[src/rtl/ps2_mouse_packet_rx.sv]
// PS/2 mouse packet receiver: frames device-to-host bytes, assembles 3- or 4-byte packets and
// publishes decoded movement through a toggle handshake. Define PS2_RX_PARITY_EN to reject on parity.
`timescale 1ns/1ps
module ps2_mouse_packet_rx #(
    parameter int BYTES_PER_PKT = 3,
    parameter int SPEED_W       = 8,
    parameter int AXIS_Y        = 1,
    parameter int ERR_CNT_W     = 8
) (
    input  logic                 ps2_clk,
    input  logic                 reset,
    input  logic                 ps2_data,
    output logic [8:0]           dx,
    output logic [8:0]           dy,
    output logic                 x_ovf,
    output logic                 y_ovf,
    output logic [2:0]           buttons,
    output logic [3:0]           wheel,
    output logic                 paddle_dir,
    output logic [SPEED_W-1:0]   paddle_speed,
    output logic                 pkt_toggle,
    output logic                 error_flag,
    output logic [ERR_CNT_W-1:0] err_count
);

    typedef enum logic [1:0] {
        S_IDLE,
        S_DATA,
        S_PARITY,
        S_STOP
    } state_e;

    // Bytes before the last one are buffered; the last byte is still in the shift register at accept.
    localparam int            NSTORE    = BYTES_PER_PKT - 1;
    localparam logic [1:0]    LAST_IDX  = 2'(BYTES_PER_PKT - 1);
    localparam logic [8:0]    SPEED_MAX = 9'((1 << SPEED_W) - 1);

    if ((BYTES_PER_PKT != 3) && (BYTES_PER_PKT != 4)) begin : g_bad_bytes
        $error("BYTES_PER_PKT must be 3 or 4");
    end
    if ((SPEED_W < 1) || (SPEED_W > 9)) begin : g_bad_speed_w
        $error("SPEED_W must be in 1..9");
    end

    state_e                 state_q, state_d;
    logic [2:0]             bit_cnt_q, bit_cnt_d;
    logic [7:0]             shift_q, shift_d;
    logic                   parity_q, parity_d;
    logic [1:0]             byte_idx_q, byte_idx_d;
    logic [7:0]             pkt_q [NSTORE];
    logic [7:0]             pkt_d [NSTORE];

    logic [8:0]             dx_q, dx_d;
    logic [8:0]             dy_q, dy_d;
    logic                   x_ovf_q, x_ovf_d;
    logic                   y_ovf_q, y_ovf_d;
    logic [2:0]             buttons_q, buttons_d;
    logic [3:0]             wheel_q, wheel_d;
    logic                   dir_q, dir_d;
    logic [SPEED_W-1:0]     speed_q, speed_d;
    logic                   toggle_q, toggle_d;
    logic                   err_flag_q, err_flag_d;
    logic [ERR_CNT_W-1:0]   err_cnt_q, err_cnt_d;

    // Decoded view of the packet as it would be published on this edge.
    logic [7:0]             byte0_c, byte1_c, byte2_c;
    logic [3:0]             wheel_c;
    logic [8:0]             dx_c, dy_c, axis_c, mag_c;
    logic                   axis_ovf_c;
    logic [SPEED_W-1:0]     speed_c;

    logic                   stop_ok, parity_ok, sync_ok, byte_good, last_byte;

    assign byte0_c = pkt_q[0];
    assign byte1_c = pkt_q[1];

    if (BYTES_PER_PKT == 4) begin : g_wheel
        assign byte2_c = pkt_q[NSTORE-1];
        assign wheel_c = shift_q[3:0];
    end else begin : g_std
        assign byte2_c = shift_q;
        assign wheel_c = 4'h0;
    end

    assign dx_c       = {byte0_c[4], byte1_c};
    assign dy_c       = {byte0_c[5], byte2_c};
    assign axis_c     = (AXIS_Y != 0) ? dy_c : dx_c;
    assign axis_ovf_c = (AXIS_Y != 0) ? byte0_c[7] : byte0_c[6];
    // Unsigned 9-bit magnitude: -256 maps to 9'h100 without overflow.
    assign mag_c      = axis_c[8] ? (~axis_c + 9'd1) : axis_c;
    assign speed_c    = (axis_ovf_c || (mag_c > SPEED_MAX)) ? '1 : mag_c[SPEED_W-1:0];

    assign stop_ok   = ps2_data;
`ifdef PS2_RX_PARITY_EN
    assign parity_ok = ^{shift_q, parity_q};
`else
    assign parity_ok = 1'b1;
`endif
    assign sync_ok   = (byte_idx_q != 2'd0) || shift_q[3];
    assign byte_good = stop_ok && parity_ok && sync_ok;
    assign last_byte = (byte_idx_q == LAST_IDX);

    // The sync bit is checked on the live byte and parity may be ignored, so these stored bits are not decoded.
    logic unused_bits;
    assign unused_bits = ^{byte0_c[3], parity_q};

    always_comb begin
        // NOTE: every next-state value defaults to its register first so no path leaves one unassigned (no latches).
        state_d    = state_q;
        bit_cnt_d  = bit_cnt_q;
        shift_d    = shift_q;
        parity_d   = parity_q;
        byte_idx_d = byte_idx_q;
        pkt_d      = pkt_q;
        dx_d       = dx_q;
        dy_d       = dy_q;
        x_ovf_d    = x_ovf_q;
        y_ovf_d    = y_ovf_q;
        buttons_d  = buttons_q;
        wheel_d    = wheel_q;
        dir_d      = dir_q;
        speed_d    = speed_q;
        toggle_d   = toggle_q;
        err_flag_d = err_flag_q;
        err_cnt_d  = err_cnt_q;

        unique case (state_q)
            S_IDLE: begin
                if (!ps2_data) begin
                    state_d   = S_DATA;
                    bit_cnt_d = 3'd0;
                end
            end
            S_DATA: begin
                shift_d = {ps2_data, shift_q[7:1]};
                if (bit_cnt_q == 3'd7) begin
                    state_d = S_PARITY;
                end else begin
                    bit_cnt_d = bit_cnt_q + 3'd1;
                end
            end
            S_PARITY: begin
                parity_d = ps2_data;
                state_d  = S_STOP;
            end
            S_STOP: begin
                state_d = S_IDLE;
                if (!byte_good) begin
                    byte_idx_d = 2'd0;
                    err_flag_d = 1'b1;
                    if (err_cnt_q != '1) begin
                        err_cnt_d = err_cnt_q + 1'b1;
                    end
                end else if (last_byte) begin
                    dx_d       = dx_c;
                    dy_d       = dy_c;
                    x_ovf_d    = byte0_c[6];
                    y_ovf_d    = byte0_c[7];
                    buttons_d  = byte0_c[2:0];
                    wheel_d    = wheel_c;
                    dir_d      = axis_c[8];
                    speed_d    = speed_c;
                    toggle_d   = ~toggle_q;
                    err_flag_d = 1'b0;
                    byte_idx_d = 2'd0;
                end else begin
                    for (int i = 0; i < NSTORE; i++) begin
                        if (byte_idx_q == 2'(i)) begin
                            pkt_d[i] = shift_q;
                        end
                    end
                    byte_idx_d = byte_idx_q + 2'd1;
                end
            end
            default: state_d = S_IDLE;
        endcase
    end

    always_ff @(negedge ps2_clk or posedge reset) begin
        if (reset) begin
            state_q    <= S_IDLE;
            bit_cnt_q  <= '0;
            shift_q    <= '0;
            parity_q   <= 1'b0;
            byte_idx_q <= '0;
            // NOTE: the packet buffer is a few flops, not a RAM, so it is cleared with the rest of the state.
            for (int i = 0; i < NSTORE; i++) begin
                pkt_q[i] <= '0;
            end
            dx_q       <= '0;
            dy_q       <= '0;
            x_ovf_q    <= 1'b0;
            y_ovf_q    <= 1'b0;
            buttons_q  <= '0;
            wheel_q    <= '0;
            dir_q      <= 1'b0;
            speed_q    <= '0;
            toggle_q   <= 1'b0;
            err_flag_q <= 1'b0;
            err_cnt_q  <= '0;
        end else begin
            // NOTE: non-blocking so every register samples the pre-edge value of the others.
            state_q    <= state_d;
            bit_cnt_q  <= bit_cnt_d;
            shift_q    <= shift_d;
            parity_q   <= parity_d;
            byte_idx_q <= byte_idx_d;
            pkt_q      <= pkt_d;
            dx_q       <= dx_d;
            dy_q       <= dy_d;
            x_ovf_q    <= x_ovf_d;
            y_ovf_q    <= y_ovf_d;
            buttons_q  <= buttons_d;
            wheel_q    <= wheel_d;
            dir_q      <= dir_d;
            speed_q    <= speed_d;
            toggle_q   <= toggle_d;
            err_flag_q <= err_flag_d;
            err_cnt_q  <= err_cnt_d;
        end
    end

    assign dx           = dx_q;
    assign dy           = dy_q;
    assign x_ovf        = x_ovf_q;
    assign y_ovf        = y_ovf_q;
    assign buttons      = buttons_q;
    assign wheel        = wheel_q;
    assign paddle_dir   = dir_q;
    assign paddle_speed = speed_q;
    assign pkt_toggle   = toggle_q;
    assign error_flag   = err_flag_q;
    assign err_count    = err_cnt_q;

endmodule
[config.mk]
export PLATFORM = sky130hd
export DESIGN_NAME = ps2_mouse_packet_rx
export DESIGN_NICKNAME = d
export VERILOG_FILES = /design/src/rtl/ps2_mouse_packet_rx.sv
export SDC_FILE = /design/constraint.sdc
export NUM_CORES = 1
export LEC_CHECK = 0
export ABC_AREA = 1
export BUFFER_PORTS_ARGS = -buffer_cell sky130_fd_sc_hd__clkbuf_2
export CELL_PAD_IN_SITES_DETAIL_PLACEMENT = 2
export CELL_PAD_IN_SITES_GLOBAL_PLACEMENT = 2
export CORE_ASPECT_RATIO = 0.7
export CORE_MARGIN = 2
export CORE_UTILIZATION = 31
export CTS_CLUSTER_SIZE = 12
export DETAILED_ROUTE_END_ITERATION = 7
export PLACE_DENSITY_LB_ADDON = 0.1
export SYNTH_ARGS = -nofsm -noshare
export SYNTH_HDL_FRONTEND = slang
export SYNTH_SLANG_ARGS = --single-unit
[constraint.sdc]
create_clock -name ps2_clk -period 2 [get_ports ps2_clk]
set_clock_uncertainty 0.2 [all_clocks]
set_input_delay 0.2 -clock ps2_clk [delete_from_list [all_inputs] [get_ports ps2_clk]]
set_output_delay 0.2 -clock ps2_clk [all_outputs]
set_load 0.05 [all_outputs]
After elaboration in Yosys (flattened, before gate mapping) --
Index checks and enable logic that the tools add are counted.
Storage, ports and cells: bits in registers 73, input port bits 3, output and inout bits 46, word-level logic and storage cells 62
Cells by class: add/sub/neg operators 4, magnitude comparators 1, equality and inequality tests 11, muxes and demuxes 12, bitwise logic cells 4, reductions and logical operators 14
Operators by type and width (count):
- 9-bit by 1-bit adder with 9-bit output, second input constant | 1
- 9-bit by 8-bit greater-than comparator with 1-bit output, second input constant | 1
- 9-bit two-way mux | 1
- 9-bit NOT | 1
- 3-bit AND reduction | 3
- 8-bit by 1-bit adder with 8-bit output, second input constant | 1
- 2-bit two-way mux | 4
- 8-bit two-way mux | 1
- 8-bit != test, second input constant | 1
- 2-bit case mux with 4 select lines | 1
- 4-bit AND reduction | 2
- 2-bit == test, second input constant | 3
- 3-bit two-way mux | 2
- 2-bit != test, second input constant | 3
- 3-bit case mux with 2 select lines | 1
- 2-bit by 1-bit == test with 1-bit output, second input constant | 2
- 2-bit logical NOT | 2
- 2-bit AND reduction | 2
- 2-bit nonzero test | 2
- 3-bit by 1-bit adder with 3-bit output, second input constant | 1
- 3-bit == test, second input constant | 1
- 1-bit NOT | 3
- 2-bit by 1-bit adder with 2-bit output, second input constant | 1
- 1-bit logical OR | 2
- other kinds (3) | 4

Logic depth before layout (Yosys ltp) --
Gate-level depths: netlist (run 1).
depth in word-level cells 6, mapped depth 9, depth with buffers taken out 9

==> out/metrics.yaml, run 1 <==
seq_area_frac_synth_pct: 54.2
netlist_area_um2: 3280
chipWidth_um: 127
pin_count: 49
synth-seq-cells: 71
ff2ff_setup_slack_ns: 0.06
cts_tree: "built"
layout_common_cells: "127 x nand2_1, 71 x dfrtn_1, 46 x buf_4"
crit_fanout: 3
crit_path_max_incr_delay_ns: 0.44
crit_type: "reg -> out"
path_clk_slew_ns: 0.04
dp_worst_setup_slack_ns: -0.453
dieArea_um2: 11400
critPathArrivalTime_ns: 1.97
antenna_cells: 0
worstReg2RegEnd: "err_count[6]"
avgViaCountPerCell: 4.66
dp_hpwl_um: 6460
first_global_vias: 3024
cts_hold_buf: 0
routed_wl_um: 9490
ir_drop_mv: 0.554
clock-sinks: 71
coreArea_um2: 10300
rsz0062_at_grt: "true"
dr.pass1.iters: 4
first_iter_violations: 79
slew_violations: 0
critPathBufInv: 1
met3WireLength_um: 273
final_hold_viol_count: 0
cp-startpoint: "dy[8]"
grt_max_degree: 42
antenna_found_initial: 0
final_critical_path_setup_slack_ns: -0.373
m1WireLength_um: 4520
ant_nets: 0
cts_buffer_depth: 2
clk_root_buffer_cell: "clkbuf_16"
fin_util_pct: 48.8
wl_per_cell_um: 15.9
final.fill_count: 1076
r2r_cells: 11
p_total_mw: 5.91
io_buffers: 44
initial_core_util_pct: 31.7
layout.nets: 475
drv_cap: 0
layout_commonest_cell: "nand2_1"
drc: 0
endpoint_kind: "primary output"
start_kind: "flip-flop"
synthCells: 365
worst_path_max_delay_cell: "dfrtn_1"
endpoint: "paddle_dir"
ys_types: 32
cp.depth: 1
ys_warn_count: 0
overflow: 0
rr_startpoint: "err_count[0]"
dr_wl_met2_um: 4610
fp-row-count: 31
finalSetupViolCount: 42
grt_pass1_wl_um: 15900
place_congestion: 0.764
hold_class: "reg -> reg"
die_h_um: 90.0
htree_num_levels: 3
status: "finished with violations"
crit_family: "flip-flops"
syn_avg_cell_area_um2: 8.97
grtUsageTotal_pct: 17.8
violations: "setup timing"
cp.required_ns: 1.60
numCtsBuffers: 9
clk_latency_ns: 0.34
vias: 2781
powerDensity_nw_per_um2: 1170
top_layer: "met4"
crit_chain: "clkbuf_8"
leakage_nw: 2.49
drive_gt1_share_pct: 34.2
layout-area-overhead-vs-synth_pct: 53.7
worst min-delay path by stage:
stage,cells past startpoint,from,end
after floorplan,2,byte0_c[1],buttons[1]
after global placement,2,byte1_c[3],dx[3]
after detailed placement,2,byte1_c[5],dx[5]
after CTS,2,byte0_c[2],buttons[2]
after global routing,2,byte1_c[7],byte1_c[7]
final,2,byte0_c[2],buttons[2]
metal layers:
| metal | up-vias | track usage [%] |
|---|---|---|
| met2 | 44 | 29.0 |
| met4 | 0 | 3.94 |
| li1 | 1331 | - |
| met3 | 9 | 4.64 |
| met1 | 1397 | 23.9 |
| met5 | - | 0 |
cell usage after synthesis:
library cell  count  share of area [%]
nand2_1         137                 16
dfrtn_1          71                 54
inv_1            33                3.8
o21ai_0          27                4.1
o21ai_2          15                4.0
nor2_1           13                1.5
nand3_1          10                1.5
ha_1              9                3.4
buf_4             7                1.6
a21boi_1          5                1.1
xor2_1            5                1.3
buf_2             4               0.61
nand2_2           4               0.76
buf_6             3                1.0
a21oi_1           2               0.31
clkbuf_1          2               0.23
inv_2             2               0.23
nor2_4            2               0.69
conb_1            1               0.11
mux2i_1           1               0.31
nand2_4           1               0.34
nand3_2           1               0.31
nand3_4           1               0.53
nand3b_1          1               0.23
nand4_1           1               0.19
nor2_2            1               0.19
nor3_1            1               0.15
o211ai_1          1               0.23
o21a_1            1               0.23
o21ai_1           1               0.15
xnor2_1           1               0.27
xor2_2            1               0.50
power breakdown:
part	internal (mW)	leakage [nW]	switching, mW	total (mW)
registers	1.74	0.926	0.298	2.03
logic	0.965	1.43	1.33	2.30
clock network	1.01	0.141	0.563	1.58
total	3.71	2.49	2.19	5.91
registers in the layout, indices dropped and copies added (netlist names), 2 cells and up:
name          count
bit_cnt_q         3
buttons           3
byte0_c           7
byte1_c           8
byte2_c           8
byte_idx_q        2
dx                9
dy                9
err_count         8
paddle_speed      8
state_q           2
cell families after synthesis:
| family | count (synthesis) | synth area share (%) |
|---|---|---|
| xor gates and xnor gates | 7 | 2.10 |
| buffers and inverters | 51 | 7.49 |
| other | 1 | 0.114 |
| muxes | 1 | 0.306 |
| AOI/OAI and AO/OA | 52 | 10.2 |
| adders and majority gates | 9 | 3.44 |
| DFF | 71 | 54.2 |
| and+or+nand+nor | 173 | 22.1 |
timing repair:
action,CTS,global route
endpoints found under the setup margin,69,66
resized for setup,30,23
setup buffers,10,15
pin swaps,2,8
gates cloned,1,0
metrics by stage:
stage          area (µm²)  setup TNS (ns)  std cells  hold WS (ns)
6_report             5030          -14.33        597         0.236
2_1_floorplan        3340          -10.36        368         0.203
3_5_place_dp         4360          -22.62        558         0.234
4_1_cts              4860          -15.03        582         0.237
5_1_grt              5030          -16.00        597         0.265
3_3_place_gp         4360          -20.69        558         0.220
final cells by class:
class | count | area [µm²] | share of cell area, %
inverter | 35 | 138 | 2.73
multi-input combinational | 247 | 1370 | 27.2
tap | 132 | 165 | 3.28
sequential | 71 | 1780 | 35.3
clock inverter | 1 | 30.0 | 0.597
clock buffer | 12 | 256 | 5.10
timing repair buffer | 99 | 1300 | 25.8
(Power assumes the default switching activity.)
==> run 2, diff against run 1 <==
--- a/config.mk
+++ b/config.mk
@@ -10,11 +10,12 @@
 export CELL_PAD_IN_SITES_DETAIL_PLACEMENT = 2
 export CELL_PAD_IN_SITES_GLOBAL_PLACEMENT = 2
 export CORE_ASPECT_RATIO = 0.7
-export CORE_MARGIN = 2
+export CORE_MARGIN = 1.5
 export CORE_UTILIZATION = 31
 export CTS_CLUSTER_SIZE = 12
 export DETAILED_ROUTE_END_ITERATION = 7
 export PLACE_DENSITY_LB_ADDON = 0.1
+export REMOVE_ABC_BUFFERS = 1
 export SYNTH_ARGS = -nofsm -noshare
 export SYNTH_HDL_FRONTEND = slang
 export SYNTH_SLANG_ARGS = --single-unit
==> out/metrics.yaml, run 2 (synthesis results as in run 1) <==
fp-row-count: 31
fin_util_pct: 48.2
numCtsBuffers: 9
final_hold_viol_count: 0
hold_path_depth: 2
drc: 1
dieArea_um2: 11200
status: "finished with violations"
start_kind: "flip-flop"
die_h_um: 89.0
layout.nets: 470
violations: "DRC, setup timing"
drv_cap: 0
rsz0062_at_grt: "true"
cts_hold_buf: 0
powerDensity_nw_per_um2: 1170
dr.pass1.iters: 8
initial_core_util_pct: 31.7
overflow: 0
path_clk_slew_ns: 0.04
slew_violations: 0
pin_count: 49
cts_tree: "built"
layout_common_cells: "133 x nand2_1, 71 x dfrtn_1, 41 x buf_4"
grtUsageTotal_pct: 18.3
htree_num_levels: 3
clock-sinks: 71
ir_drop_mv: 0.564
cp.depth: 1
place_congestion: 0.735
io_buffers: 44
clk_root_buffer_cell: "clkbuf_16"
critPathBufInv: 1
grt_pass1_wl_um: 15600
leakage_nw: 2.48
clk_latency_ns: 0.34
first_global_vias: 3006
wl_per_cell_um: 15.9
vias: 2736
chipWidth_um: 126
layout-area-overhead-vs-synth_pct: 51.7
critPathArrivalTime_ns: 2.01
cts_buffer_depth: 2
crit_chain: "buf_8"
hold_class: "reg -> reg"
crit_type: "reg -> out"
ant_nets: 0
crit_fanout: 2
drive_gt1_share_pct: 32.8
layout_commonest_cell: "nand2_1"
avgViaCountPerCell: 4.60
final_critical_path_setup_slack_ns: -0.405
setup-tns-final_ns: -14.84
dp_hpwl_um: 6540
crit_path_max_incr_delay_ns: 0.48
dp_worst_setup_slack_ns: -0.383
routed_wl_um: 9430
grt_max_degree: 33
cp.required_ns: 1.60
r2r_cells: 11
crit_family: "flip-flops"
finalSetupViolCount: 42
coreArea_um2: 10300
whs_ns: 0.224
antenna_found_initial: 0
antenna_cells: 0
final.fill_count: 1074
first_iter_violations: 66
endpoint_kind: "primary output"
worst_path_max_delay_cell: "dfrtn_1"
## run 2: worst paths after layout
path / startpoint / end / slack, ns
worst min-delay path: byte1_c[1] / dx[1] / 0.22
worst max register to register: err_count[0] / err_count[6] / 0.09
worst max-delay path: err_count[1] / err_count[1] / -0.41
min in group asynchronous: reset / err_count[7] / 0.62
max in group asynchronous: reset / byte1_c[0] / 0.75
worst min register to register: byte1_c[1] / dx[1] / 0.22
## run 2: layout make-up
type | instances | area [µm²] | share of cell area, %
clock buffer | 10 | 229 | 4.61
clock inverter | 6 | 61.3 | 1.23
inverter | 35 | 131 | 2.64
multi-input combinational | 246 | 1330 | 26.7
sequential | 71 | 1780 | 35.8
tap | 132 | 165 | 3.32
timing repair buffer | 95 | 1280 | 25.7
## run 2: where the power goes
group	switching (mW)	internal (mW)	total [mW]	leakage (nW)
clock network	0.636	0.961	1.60	0.142
registers	0.288	1.73	2.02	0.926
logic	1.29	0.913	2.20	1.41
## run 2: metal layers
layer	part of all wire [%]	global-route usage (%)
met1	47	23.6
met2	49	30.9
met3	3.0	4.55
met4	1.3	5.64
met5	0	0
## run 2: repair_timing
item | in CTS | in global routing
pin swaps | 5 | 11
gates resized for setup | 23 | 26
buffers inserted | 14 | 8
setup endpoints to repair | 52 | 74
## run 2: stage by stage
step | power [mW] | instance area (µm²) | instances
after floorplan | 3.13 | 3170 | 352
after global placement | 3.88 | 4360 | 557
after detailed placement | 4.00 | 4360 | 557
after CTS | 5.78 | 4840 | 587
after global routing | 6.19 | 4970 | 595
final | 5.82 | 4970 | 595
